[src/rtl/branch_predictor_pkg.sv]
// rtl/branch_predictor_pkg.sv - shared types and defaults for the branch predictor
package branch_predictor_pkg;

   typedef enum logic [1:0] {
      SNT = 2'b00,
      WNT = 2'b01,
      WT  = 2'b10,
      STT = 2'b11
   } bht_state_t;

   localparam bht_state_t BHT_INIT    = WNT;
   localparam int         BHT_ENTRIES = 32;

endpackage

[src/rtl/branch_predictor_sat_counter2.sv]
// rtl/branch_predictor_sat_counter2.sv - 2-bit saturating counter next-state function
module sat_counter2
   import branch_predictor_pkg::*;
(
   input  bht_state_t state,
   input  logic       taken,
   output bht_state_t next_state
);

   always_comb begin
      next_state = state;
      unique case (state)
         SNT: next_state = taken ? WNT : SNT;
         WNT: next_state = taken ? WT  : SNT;
         WT:  next_state = taken ? STT : WNT;
         STT: next_state = taken ? STT : WT;
         default: next_state = state;
      endcase
   end

endmodule

[src/rtl/branch_predictor.sv]
// rtl/branch_predictor.sv - untagged 2-bit BHT with EX-stage training and miss redirect
module branch_predictor
   import branch_predictor_pkg::*;
#(
   parameter int ENTRIES = BHT_ENTRIES,
   parameter int IDX_WID = $clog2(ENTRIES)
) (
   input  logic        clk,
   input  logic        rst_n,
   input  logic [31:0] ID_pc,
   input  logic        ID_is_branch,
   output logic        predict_taken,
   input  logic        old_branch,
   input  logic        branch_result,
   input  logic        old_predict,
   input  logic [31:0] old_pc,
   input  logic [31:0] EX_target,
   input  logic        EX_stall,
   output logic        mispredict,
   output logic [31:0] redirect_pc,
   output logic [31:0] branch_cnt,
   output logic [31:0] miss_cnt
);

   bht_state_t         bht [ENTRIES];
   bht_state_t         rd_state;
   bht_state_t         wr_next;
   logic [1:0]         rd_bits;
   logic [IDX_WID-1:0] rd_idx;
   logic [IDX_WID-1:0] wr_idx;
   logic               upd;
   logic               unused_pc_bits;

   assign rd_idx = ID_pc[IDX_WID+1:2];
   assign wr_idx = old_pc[IDX_WID+1:2];
   assign unused_pc_bits = ^{ID_pc[31:IDX_WID+2], ID_pc[1:0]};

   // Read is the registered table value; a same-cycle write is not bypassed.
   assign rd_state      = bht[rd_idx];
   assign rd_bits       = rd_state;
   assign predict_taken = ID_is_branch & rd_bits[1];

   assign upd         = old_branch & ~EX_stall;
   assign mispredict  = upd & (branch_result ^ old_predict);
   assign redirect_pc = mispredict ? (branch_result ? EX_target : old_pc + 32'd4) : 32'd0;

   sat_counter2 u_sat_counter2 (
      .state      (bht[wr_idx]),
      .taken      (branch_result),
      .next_state (wr_next)
   );

   always_ff @(posedge clk) begin
      if (!rst_n) begin
         for (int i = 0; i < ENTRIES; i++) begin
            bht[i] <= BHT_INIT;
         end
         branch_cnt <= 32'd0;
         miss_cnt   <= 32'd0;
      end else if (upd) begin
         bht[wr_idx] <= wr_next;
         if (branch_cnt != 32'hFFFF_FFFF) begin
            branch_cnt <= branch_cnt + 32'd1;
         end
         if (mispredict && miss_cnt != 32'hFFFF_FFFF) begin
            miss_cnt <= miss_cnt + 32'd1;
         end
      end
   end

endmodule

[config.mk]
export PLATFORM = sky130hd
export DESIGN_NAME = branch_predictor
export DESIGN_NICKNAME = d
export VERILOG_FILES = /design/src/rtl/branch_predictor_pkg.sv /design/src/rtl/branch_predictor_sat_counter2.sv /design/src/rtl/branch_predictor.sv
export SDC_FILE = /design/constraint.sdc
export NUM_CORES = 1
export LEC_CHECK = 0
export BUFFER_PORTS_ARGS = -buffer_cell sky130_fd_sc_hd__buf_2
export CAP_MARGIN = 10
export CORE_MARGIN = 2
export CORE_UTILIZATION = 45
export DETAILED_ROUTE_END_ITERATION = 8
export GPL_TIMING_DRIVEN = 0
export PLACE_DENSITY = 0.71
export SLEW_MARGIN = 40
export SYNTH_ARGS = -nofsm -noshare
export SYNTH_HDL_FRONTEND = slang
export SYNTH_SLANG_ARGS = --single-unit
[constraint.sdc]
create_clock -name clk -period 2.66 [get_ports clk]
set_clock_uncertainty 0.2 [all_clocks]
set_input_delay 0.133 -clock clk [delete_from_list [all_inputs] [get_ports clk]]
set_output_delay 0.133 -clock clk [all_outputs]
set_load 0.03 [all_outputs]
# --- Word-level counts from Yosys, hierarchy flattened ---
# Memories as Yosys holds them, arrays and structs flattened.
# Cells that the tools add are included.
classes:
  n_addsub: 3
  eq_ne: 5
  mux: 14
  bitwise_logic: 5
  n_reduce_logical: 5
op_table:
  columns: ["cell", "n"]
  rows:
  - ["$add A32 B1 Y32 const B", 2]
  - ["$mux W32", 2]
  - ["$ne A32 B32 Y1 const B", 2]
  - ["$add A32 B3 Y32 const B", 1]
  - ["$pmux W2 S4", 1]
  - ["$mux W1", 7]
  - ["$mux W2", 3]
  - ["$mux W5", 1]
  - ["$eq A2 B2 Y1 const B", 2]
  - ["$reduce_and A2 Y1", 2]
  - ["$and A1 B1 Y1", 3]
  - ["$eq A2 B1 Y1 const B", 1]
  - ["$logic_not A2 Y1", 1]
  - ["$reduce_or A2 Y1", 1]
  - ["$logic_and A1 B1 Y1", 1]
  - ["$not A1 Y1", 1]
  - ["$xor A1 B1 Y1", 1]
totals:
  register_bits: 64
  mem_bits_rw: 64
  in_bits: 103
  out_inout_bits: 98
  wordCells: 35
  n_memories: 1
memory_table:
  columns: ["name", "words", "word_bits", "rd", "rd_clocked_by_memory_dff", "write_ports", "line_no", "source"]
  rows:
  - ["bht", 32, 2, 2, 0, 32, "branch_predictor.sv:25", "bht_state_t bht [ENTRIES];"]

# --- Logic depth before layout (Yosys ltp) ---
# Gate-level depths: netlist (run 1).
depth:
  depth_word: 7
  mapped_depth: 9
  ltp_nobuf: 7

# --- Modules after synthesis ---
# A second synthesis (run 1) with hierarchy kept.
hier_totals:
  hier_cells: 825
  area_unflattened_um2: 7591.0
modules_own_cells:
  columns: ["mod", "n_inst", "cells_per_inst", "area_each_um2", "seq_area_each_um2"]
  rows:
  - ["branch_predictor", 1, 822, 7564.8, 3203.1]
  - ["sat_counter2", 1, 3, 26.3, 0.0]

# --- Worst setup path before layout (run 1) ---
# No wires, ideal clock.
synth_timing:
  path_type: "in2out"
  startpoint: "input old_pc[2]"
  endpoint: "output redirect_pc[17]"
  t_arrival_ns: 2.079
  required_time_ns: 2.327
  slack_ns: 0.248
  path_stages: 8
  path_buffers: 2
  path_cell_list: "buf_6 > buf_6 > nand3_1 > or3_1 > nor3_2 > nand2_1 > xor2_1 > a211oi_1"
synth_between:
  elab_chain_len: 3
synth_rtl:
  columns: ["element", "line_no", "source"]
  rows:
  - ["start: declaration", "branch_predictor.sv:16", "input logic [31:0] old_pc,"]
  - ["$add A32 B3 Y32", "branch_predictor.sv:45", "assign redirect_pc = mispredict ? (branch_result ? EX_target : old_pc + 32'd4) : 32'd0;"]
  - ["$mux W32 (2 in a row)", "branch_predictor.sv:45", null]
  - ["end: declaration", "branch_predictor.sv:20", "output logic [31:0] redirect_pc,"]
# No other way between the ends.

==> results of run 1 <==
-- worst max path at each step --
stage | end | slack [ps]
after floorplan | redirect_pc[17] | 250
after global placement | bht[6][1] | -80
after detailed placement | redirect_pc[14] | -70
after CTS | redirect_pc[22] | 30
after global routing | redirect_pc[19] | 6
final | predict_taken | 90
-- cell type report --
class / instances / area [um^2] / share of cell area (%)
multi-input combinational: 664 / 4140 / 43.9
clock inverter: 14 / 181 / 1.92
tap: 220 / 275 / 2.92
buffer: 50 / 255 / 2.71
sequential: 128 / 3200 / 34.0
antenna: 1 / 2.50 / 0.0265
clock buffer: 18 / 429 / 4.55
timing repair buffer: 172 / 871 / 9.24
inverter: 18 / 67.6 / 0.717
-- routing by layer --
metal | track usage (%) | vias up | routed length [um]
met5 | 0 | - | 0
met1 | 31.1 | 3423 | 9270
met2 | 41.5 | 282 | 10700
li1 | - | 3452 | -
met4 | 8.83 | 0 | 495
met3 | 5.59 | 43 | 1550
-- repair_timing --
| item | 4_1_cts | 5_1_grt |
|---|---|---|
| hold buffers | 1 | 0 |
| setup endpoints to repair | 10 | 18 |
| gates resized for setup | 1 | 8 |
| hold endpoints to repair | 1 | 0 |
| pin swaps | 0 | 0 |
-- tightest hold or removal path, stage by stage --
cell      delay (ps)
buf_2            120
clkbuf_1         230
nand2_1          120
o21ai_0           60
-- synthesized netlist by cell type (all sizes together) (3+ instances only) --
| library cell | count | share of area (%) |
|---|---|---|
| inv | 18 | 0.88 |
| and4 | 11 | 1.3 |
| xnor2 | 35 | 4.0 |
| dfxtp | 64 | 17 |
| and3 | 20 | 1.6 |
| mux4 | 10 | 2.9 |
| nand2 | 103 | 5.1 |
| or2 | 3 | 0.25 |
| ha | 6 | 0.98 |
| o32ai | 6 | 0.69 |
| a211oi | 3 | 0.29 |
| xor2 | 39 | 4.5 |
| nor2 | 128 | 6.6 |
| nor2b | 5 | 0.41 |
| clkbuf | 30 | 1.5 |
| nand2b | 11 | 0.90 |
| o21ai | 24 | 1.6 |
| nand3 | 72 | 4.7 |
| o221ai | 8 | 0.92 |
| nor3 | 23 | 1.6 |
| nand4 | 24 | 2.0 |
| edfxtp | 64 | 25 |
| nor4 | 9 | 0.98 |
| or4 | 3 | 0.29 |
| a21oi | 35 | 2.3 |
| or3 | 17 | 1.4 |
| mux2i | 47 | 6.2 |
| buf | 20 | 1.8 |
-- through the flow --
stage | setup WS [ps] | utilization [%] | cells
final | 88.8 | 56.9 | 1285
after global routing | 5.77 | 56.9 | 1285
after CTS | 34.4 | 56.6 | 1284
after detailed placement | -65.8 | 52.9 | 1251
after global placement | -75.9 | 52.9 | 1251
after floorplan | 248 | - | 860
-- sequential cells by signal (all words and copies together) (netlist names) --
name / flops
bht: 64
branch_cnt: 32
miss_cnt: 32
-- power groups by stage --
| stage | sequential [uW] | combinational, uW | clock [uW] |
|---|---|---|---|
| floorplan | 2150 | 364 | 0 |
| CTS | 2110 | 584 | 2460 |
| finish | 2110 | 590 | 2440 |
| detailed placement | 2150 | 579 | 0 |
| global placement | 2150 | 575 | 0 |
| global route | 2110 | 635 | 2540 |
-- kinds of logic (layout without fill, tap and decap cells) --
kind of cell             count (synthesis)  count (layout)  synth area share (%)
flip-flops                             128             128                  41.9
AND/OR/NAND/NOR                        434             434                  27.6
multiplexers                            57              57                  9.11
XOR/XNOR                                74              74                  8.49
AO/OA/AOI/OAI                           91              91                  7.34
other                                    0               1                     0
adder cells (fa/ha/maj)                  8               8                  1.28
buffers and inverters                   68             272                  4.19
==> insert_results.sql, run 1 <==
INSERT INTO impl_metrics (metric_group, metric, value, unit) VALUES
('status', 'result_of_the_run', 'finished clean', ''),
('die', 'design.die.area', '0.0180', 'mm^2'),
('yosys', 'async_reset_ff_share', '0', '%'),
('clock_network', 'clock_tree.htree_level_count', '4', ''),
('die', 'die_w', '134', 'um'),
('placement', 'port_buffers', '171', ''),
('die', 'core_area', '0.0166', 'mm^2'),
('worst_setup_path', 'critical_path.endpoint_type', 'output pin', ''),
('layout', 'layout.cells.most_common', 'buf_2', ''),
('power', 'share_comb_of_total_power', '11.5', '%'),
('timing', 'report.final.hold_viol_count', '0', ''),
('yosys', 'syn_avg_cell_area', '8.88', 'um^2'),
('power', 'max-vdd-ir-drop', '421', 'uV'),
('yosys', 'dominantRegCellSynth', 'edfxtp_1', ''),
('die', 'initial_core_util', '46.0', '%'),
('placement', 'place.detailed.hpwl', '16200', 'um'),
('global_route', 'globalRouteTotalUtil', '24.6', '%'),
('placement', 'place_area', '0.00877', 'mm^2'),
('worst_setup_path', 'arrival', '2240', 'ps'),
('power', 'power', '5140', 'uW'),
('route', 'via_per_inst', '5.60', ''),
('power', 'power.share.clock', '47.4', '%'),
('power', 'net-switching-power', '1350', 'uW'),
('worst_setup_path', 'critical_register_to_register_path_endpoint', 'branch_cnt[0]', ''),
('yosys', 'yosys_register_bits', '128', ''),
('power', 'power_report.internal_total', '3790', 'uW'),
('timing', 'timing.final.max_slew_violations', '0', ''),
('worst_setup_path', 'cp_max_fo', '2', ''),
('power', 'power.density', '545', 'mW/mm^2'),
('clock_network', 'cts.clk_slew.worst_paths', '60', 'ps'),
('yosys', 'yosysSeqAreaShare', '41.9', '%'),
('route', 'vias', '7200', ''),
('layout', 'stdcell_area', '0.00943', 'mm^2'),
('worst_setup_path', 'critical_path_depth', '5', ''),
('hold_path', 'worstHoldEndpoint', 'miss_cnt[1]', ''),
('yosys', 'edff_count_synth', '64', ''),
('clock_network', 'post-cts-setup-buffers', '0', ''),
('worst_setup_path', 'cp_top_family', 'multiplexers', ''),
('clock_network', 'clock_sink_count', '128', ''),
('timing', 'fin_tns_setup', '0', 'ps'),
('yosys', 'synth_nets', '969', ''),
('timing', 'post_layout_min_period', '2570', 'ps'),
('clock_network', 'cts.path.max_buffers', '2', ''),
('yosys', 'synthesis.instances', '860', ''),
('layout', 'layout_common_cells', '180 x buf_2, 118 x nor2_1, 103 x nand2_1', ''),
('clock_network', 'clock_latency', '430', 'ps'),
('worst_setup_path', 'regToRegStartpoint', 'branch_cnt[3]', ''),
('timing', 'worst_slew_margin', '52.2', '%'),
('worst_setup_path', 'cpMostUsedCell', 'mux4_2', ''),
('clock_network', 'cts_buffers', '17', ''),
('yosys', 'post_synth_num_cell_types', '53', ''),
('placement', 'finalWeightedCongestion', '0.997', ''),
('job', 'max-cap-violations', '0', ''),
('worst_setup_path', 'worstPathBufferInverterCount', '1', ''),
('power', 'cellLeakagePower', '0.00377', 'uW'),
('route', 'ant_nets', '0', ''),
('hold_path', 'hold_path_startpoint', 'rst_n', ''),
('global_route', 'grt_max_degree', '17', ''),
('worst_setup_path', 'worstPathRequired', '2330', 'ps'),
('yosys', 'synth.cell_area', '0.00764', 'mm^2'),
('die', 'boundaryPins', '201', ''),
('timing', 'fmax', '389', 'MHz'),
('die', 'die_h', '134', 'um'),
('timing', 'tightestPinTransition', '714', 'ps'),
('worst_setup_path', 'worstSetupStartpointType', 'register', ''),
('layout', 'drive_gt1_share', '24.1', '%'),
('worst_setup_path', 'critical_path.max_stage_delay', '520', 'ps'),
('route', 'drc', '0', ''),
('worst_setup_path', 'timing.reg2reg.worst_path_depth', '7', ''),
('die', 'rows', '47', ''),
('route', 'drt_iter0_drcs', '500', '');
(Power assumes the default switching activity.)
==> run 2: changes to the inputs <==
Settings changed: CORE_MARGIN 2 to unset.
==> run 2 against run 1 <==
  * Sequential share of layout area up 0.072 points
  * Cell count barely moved
  * Clock power is 3% lower
  * Non-clock buffer count unchanged
  * First-iteration DRC count grew 8.8%
  * Critical path depth unchanged
  * Via count increased by 0.19%
  * Wire length increased by 0.44%
  * Utilization shrank 0.12 points
  * Sequential cell count unchanged
  * Global-route usage increased by 0.97 points
  * Largest cell class unchanged
==> insert_results.sql, run 2 (same netlist as run 1, synthesis figures left out) <==
INSERT INTO impl_metrics (metric_group, metric, value, unit) VALUES
('status', 'result_of_the_run', 'finished clean', ''),
('timing', 'worst_slew_margin', '50.5', '%'),
('route', 'avgRoutedWirePerCell', '17.2', 'um'),
('power', 'cellLeakagePower', '0.00377', 'uW'),
('hold_path', 'worst_hold_path.num_cells', '4', ''),
('route', 'via_per_inst', '5.62', ''),
('route', 'drt-total-wl', '22100', 'um'),
('route', 'ant_nets', '0', ''),
('route', 'drt_iter0_drcs', '544', ''),
('die', 'initial_core_util', '46.0', '%'),
('power', 'seqPwrFrac', '41.8', '%'),
('layout', 'drive_gt1_share', '24.0', '%'),
('timing', 'finalSetupViolations', '0', ''),
('global_route', 'grt_antenna_before_repair', '0', ''),
('layout', 'layout_common_cells', '181 x buf_2, 118 x nor2_1, 103 x nand2_1', ''),
('clock_network', 'clock_sink_count', '128', ''),
('power', 'share_comb_of_total_power', '11.7', '%'),
('timing', 'rsz_0062_raised_after_global_routing', 'false', ''),
('layout', 'layout.cells.most_common', 'buf_2', ''),
('clock_network', 'cts.clk_slew.worst_paths', '60', 'ps'),
('layout', 'fill_cells', '1531', ''),
('placement', 'dpl_worst_slack', '-117', 'ps'),
('clock_network', 'clock_tree.htree_level_count', '4', ''),
('power', 'swShare', '25.4', '%'),
('global_route', 'grt_first_pass_wirelength', '34900', 'um'),
('worst_setup_path', 'timing.reg2reg.worst_path_depth', '6', ''),
('layout', 'syn_to_final_growth', '23.2', '%'),
('hold_path', 'worst_hold_path_type', 'in -> reg', ''),
('route', 'drc', '0', ''),
('placement', 'place.detailed.hpwl', '16200', 'um'),
('global_route', 'grt_max_degree', '17', ''),
('worst_setup_path', 'worstSetupStartpointType', 'register', ''),
('clock_network', 'cts_tree', 'done', ''),
('worst_setup_path', 'cp_max_fo', '2', ''),
('power', 'power', '5060', 'uW'),
('layout', 'layout.core_utilization', '56.7', '%'),
('placement', 'port_buffers', '171', ''),
('timing', 'post-route-period-util', '97.4', '%'),
('worst_setup_path', 'worstPathRequired', '2330', 'ps'),
('power', 'power_report.internal_total', '3770', 'uW'),
('power', 'power.density', '538', 'mW/mm^2'),
('clock_network', 'cts.path.max_buffers', '2', ''),
('clock_network', 'post-cts-setup-buffers', '0', ''),
('worst_setup_path', 'arrival', '2260', 'ps'),
('clock_network', 'cts_buffers', '17', ''),
('layout', 'largest_register', 'bht', ''),
('job', 'max-cap-violations', '0', ''),
('timing', 'timing.final.max_slew_violations', '0', ''),
('placement', 'finalWeightedCongestion', '0.941', ''),
('die', 'die_w', '132', 'um'),
('route', 'drt-pass1-iter-count', '5', ''),
('die', 'die_h', '132', 'um'),
('die', 'boundaryPins', '201', ''),
('global_route', 'grt.overflow.total', '0', ''),
('timing', 'post_layout_min_period', '2590', 'ps'),
('die', 'core_area', '0.0166', 'mm^2'),
('layout', 'reg.largest.list', 'bht (64), branch_cnt (32), miss_cnt (32)', ''),
('worst_setup_path', 'critical_path.endpoint_type', 'output pin', ''),
('power', 'net-switching-power', '1290', 'uW'),
('layout', 'largest_register_ffs', '64', ''),
('worst_setup_path', 'timing.setup.critical_path_class', 'reg -> out', ''),
('route', 'vias', '7214', ''),
('clock_network', 'cts_root_buffer', 'clkbuf_16', ''),
('layout', 'diodes', '0', ''),
('timing', 'report.final.hold_viol_count', '0', ''),
('power', 'max-vdd-ir-drop', '380', 'uV'),
('global_route', 'via_count_of_the_first_global_routing_pass', '6834', ''),
('clock_network', 'clock_latency', '430', 'ps'),
('timing', 'worst_slack', '68.9', 'ps'),
('die', 'design.die.area', '0.0175', 'mm^2'),
('die', 'rows', '47', ''),
('layout', 'nets', '1160', ''),
('timing', 'fmax', '386', 'MHz'),
('power', 'power.share.clock', '46.6', '%'),
('global_route', 'globalRouteTotalUtil', '25.6', '%'),
('timing', 'tightestPinTransition', '739', 'ps');
run 2: cell types whose count changed in the layout (fill, tap and decap cells not counted), sizes merged:
cell,before,now
clkinvlp,1,0
clkinv,5,10
inv,23,19
diode,1,0
run 2: through the flow:
step / instance area (um^2) / cells / setup TNS (ps) / hold slack [ps]
detailed placement: 8770 / 1251 / -519 / 304
finish: 9410 / 1284 / 0 / 85.4
global placement: 8770 / 1251 / -420 / 292
CTS: 9370 / 1284 / 0 / 61.1
floorplan: 7640 / 860 / 0 / 227
global route: 9410 / 1284 / 0 / 94.7
run 2: worst paths after layout:
kind / startpoint / endpoint / slack (ps)
max: bht[31][1] / predict_taken / 70
min: old_branch / branch_cnt[1] / 90
max reg2reg: miss_cnt[3] / miss_cnt[20] / 250
min reg2reg: miss_cnt[1] / miss_cnt[1] / 310
run 2: area by class of cell:
| class | count | area (um^2) | share of cell area, % |
|---|---|---|---|
| clock buffer | 18 | 429 | 4.56 |
| tap | 220 | 275 | 2.93 |
| timing repair buffer | 172 | 868 | 9.23 |
| inverter | 18 | 67.6 | 0.718 |
| sequential | 128 | 3200 | 34.0 |
| clock inverter | 14 | 166 | 1.77 |
| buffer | 50 | 255 | 2.71 |
| multi-input combinational | 664 | 4140 | 44.0 |
run 2: worst max-delay path: stages (launching register included):
cell	delay, ps
edfxtp_1	410
mux4_2	530
mux4_2	520
mux2i_1	150
nor2b_1	60
buf_2	170
run 2: timing repair:
action                                  CTS  global route
endpoints found under the setup margin   10            11
hold buffers                              1             0
gates resized for setup                   1             7
hold endpoints to repair                  1             0
run 2: metal layers:
metal  global-route usage, %  vias to the layer above  share of wire, %
met2                    44.2                      326                49
met4                    11.0                        0               2.5
li1                        -                     3469                 -
met5                       0                        -                 0
met1                    30.5                     3367                41
met3                    5.84                       52               7.9
run 2: power groups by stage:
stage                     Combinational, uW  Clock, uW  Sequential, uW
after CTS                               583       2390            2110
after global placement                  575          0            2150
after detailed placement                580          0            2150
after global routing                    634       2460            2120
after floorplan                         364          0            2150
final                                   590       2360            2110
==> run 3: changes to the inputs <==
Settings changed: MAX_ROUTING_LAYER set to met4.
==> run 3 against run 2 <==
  * Final area about the same
  * Largest power group unchanged
  * Critical path depth is the same
  * Die area did not move
==> insert_results.sql, run 3 (same netlist as run 1, synthesis figures left out) <==
INSERT INTO impl_metrics (metric_group, metric, value, unit) VALUES
('clock_network', 'post-cts-setup-buffers', '0', ''),
('timing', 'fmax', '386', 'MHz'),
('placement', 'place.detailed.hpwl', '16000', 'um'),
('route', 'avgRoutedWirePerCell', '17.0', 'um'),
('timing', 'rsz_0062_raised_after_global_routing', 'false', ''),
('die', 'die_h', '132', 'um'),
('power', 'seqPwrFrac', '41.8', '%'),
('power', 'cellLeakagePower', '0.00380', 'uW'),
('timing', 'report.final.hold_viol_count', '0', ''),
('die', 'initial_core_util', '46.0', '%'),
('die', 'rows', '47', ''),
('worst_setup_path', 'arrival', '2260', 'ps'),
('clock_network', 'clock_sink_count', '128', ''),
('worst_setup_path', 'reg2reg_setup_slack', '190', 'ps'),
('hold_path', 'hold_path_startpoint', 'old_branch', ''),
('job', 'max-cap-violations', '0', ''),
('route', 'via_per_inst', '5.60', ''),
('clock_network', 'clock_latency', '420', 'ps'),
('timing', 'worst_slew_margin', '45.0', '%'),
('layout', 'syn_to_final_growth', '23.2', '%'),
('route', 'ant_nets', '0', ''),
('clock_network', 'cts_tree', 'done', ''),
('layout', 'layout.cells.most_common', 'buf_2', ''),
('placement', 'port_buffers', '171', ''),
('hold_path', 'worst_hold_path.num_cells', '4', ''),
('hold_path', 'worst_hold_path_type', 'in -> reg', ''),
('route', 'drt_iter0_drcs', '421', ''),
('power', 'power.density', '537', 'mW/mm^2'),
('power', 'swShare', '25.6', '%'),
('worst_setup_path', 'cp_max_fo', '2', ''),
('layout', 'largest_register_ffs', '64', ''),
('global_route', 'grt_max_degree', '17', ''),
('route', 'drt-pass1-iter-count', '5', ''),
('power', 'max-vdd-ir-drop', '308', 'uV'),
('hold_path', 'worstHoldEndpoint', 'branch_cnt[1]', ''),
('die', 'core_area', '0.0166', 'mm^2'),
('placement', 'finalWeightedCongestion', '0.961', ''),
('route', 'drc', '0', ''),
('status', 'result_of_the_run', 'finished clean', ''),
('route', 'drt-total-wl', '21800', 'um'),
('clock_network', 'cts.path.max_buffers', '2', ''),
('route', 'vias', '7194', ''),
('layout', 'nets', '1160', ''),
('worst_setup_path', 'critical_register_to_register_path_endpoint', 'branch_cnt[7]', ''),
('timing', 'finalSetupViolations', '0', ''),
('worst_setup_path', 'regToRegStartpoint', 'branch_cnt[3]', ''),
('power', 'power_report.internal_total', '3760', 'uW'),
('layout', 'fill_cells', '1503', ''),
('worst_setup_path', 'worstSetupStartpointType', 'register', ''),
('worst_setup_path', 'critical_path.endpoint_type', 'output pin', ''),
('die', 'boundaryPins', '201', ''),
('power', 'share_comb_of_total_power', '11.7', '%'),
('layout', 'layout.core_utilization', '56.7', '%'),
('worst_setup_path', 'timing.reg2reg.worst_path_depth', '7', ''),
('global_route', 'via_count_of_the_first_global_routing_pass', '6668', ''),
('power', 'net-switching-power', '1290', 'uW'),
('layout', 'largest_register', 'bht', ''),
('die', 'design.die.area', '0.0175', 'mm^2'),
('global_route', 'grt_first_pass_wirelength', '34400', 'um'),
('clock_network', 'clock_tree.htree_level_count', '4', ''),
('clock_network', 'cts_root_buffer', 'clkbuf_16', ''),
('layout', 'layout_common_cells', '181 x buf_2, 118 x nor2_1, 103 x nand2_1', ''),
('clock_network', 'cts_buffers', '17', ''),
('power', 'power.share.clock', '46.5', '%'),
('clock_network', 'cts.clk_slew.worst_paths', '60', 'ps'),
('worst_setup_path', 'worstPathRequired', '2330', 'ps'),
('global_route', 'grt_antenna_before_repair', '1', ''),
('layout', 'reg.largest.list', 'bht (64), branch_cnt (32), miss_cnt (32)', ''),
('global_route', 'globalRouteTotalUtil', '25.9', '%'),
('timing', 'worst_slack', '68.8', 'ps'),
('timing', 'tightestPinTransition', '812', 'ps'),
('die', 'die_w', '132', 'um'),
('timing', 'timing.final.max_slew_violations', '0', ''),
('worst_setup_path', 'timing.setup.critical_path_class', 'reg -> out', ''),
('timing', 'post_layout_min_period', '2590', 'ps'),
('placement', 'dpl_worst_slack', '-179', 'ps'),
('timing', 'post-route-period-util', '97.4', '%'),
('global_route', 'grt.overflow.total', '0', ''),
('layout', 'drive_gt1_share', '24.1', '%');
==> run 3: changes by cell type in the layout (fill, tap and decap cells not counted), sizes merged <==
cell    previous run  this run
inv               19        24
bufinv             3         2
diode              0         1
clkbuf            48        50
clkinv            10         4
==> run 3: final cells by class <==
cell class	instances	area [um^2]	area share (%)
Timing Repair Buffer	172	868	9.23
Clock inverter	12	128	1.36
Multi-Input combinational cell	664	4140	44.0
Clock buffer	20	467	4.96
Antenna cell	1	2.50	0.0266
Inverter	18	67.6	0.718
Buffer	50	255	2.71
Tap cell	220	275	2.93
Sequential cell	128	3200	34.0
==> run 3: worst max path at each step <==
| stage | startpoint | endpoint | slack, ps | cells after the start |
|---|---|---|---|---|
| 6_report | bht[31][1] | predict_taken | 70 | 5 |
| 5_1_grt | branch_cnt[19] | branch_cnt[23] | 2 | 6 |
| 4_1_cts | old_pc[3] | redirect_pc[20] | 20 | 9 |
| 3_5_place_dp | branch_result | redirect_pc[31] | -180 | 8 |
| 3_3_place_gp | branch_result | redirect_pc[31] | -130 | 8 |
| 2_1_floorplan | old_pc[2] | redirect_pc[17] | 250 | 8 |
==> run 3: repair_timing <==
action                     in CTS  in global routing
hold buffers                    1                  0
setup endpoints to repair      11                  4
hold endpoints to repair        1                  0
gates resized for setup         2                  5
==> run 3: layer usage <==
layer	part of all wire, %	GRT usage (%)
met4	2.8	10.8
met1	42	32.1
met3	7.2	4.15
met2	48	42.0
met5	0	-
==> run 3: power groups by stage <==
stage	clock network (uW)	logic, uW	registers (uW)
5_1_grt	2440	634	2110
3_5_place_dp	0	580	2150
2_1_floorplan	0	364	2150
3_3_place_gp	0	575	2150
4_1_cts	2360	584	2110
6_report	2350	591	2110
==> run 3: metrics by stage <==
step	TNS [ps]	cells	area (um^2)	hold slack (ps)	total power (uW)
floorplan	0	860	7640	227	2520
global placement	-393	1251	8770	297	2730
detailed placement	-998	1251	8770	310	2730
CTS	0	1284	9370	73.2	5050
global route	0	1285	9410	117	5190
finish	0	1285	9410	88.9	5050
==> run 3: critical path: stages (launching register included) <==
cell,delay (ps)
edfxtp_1,410
mux4_2,510
mux4_2,510
mux2i_1,180
nor2b_1,60
buf_2,170
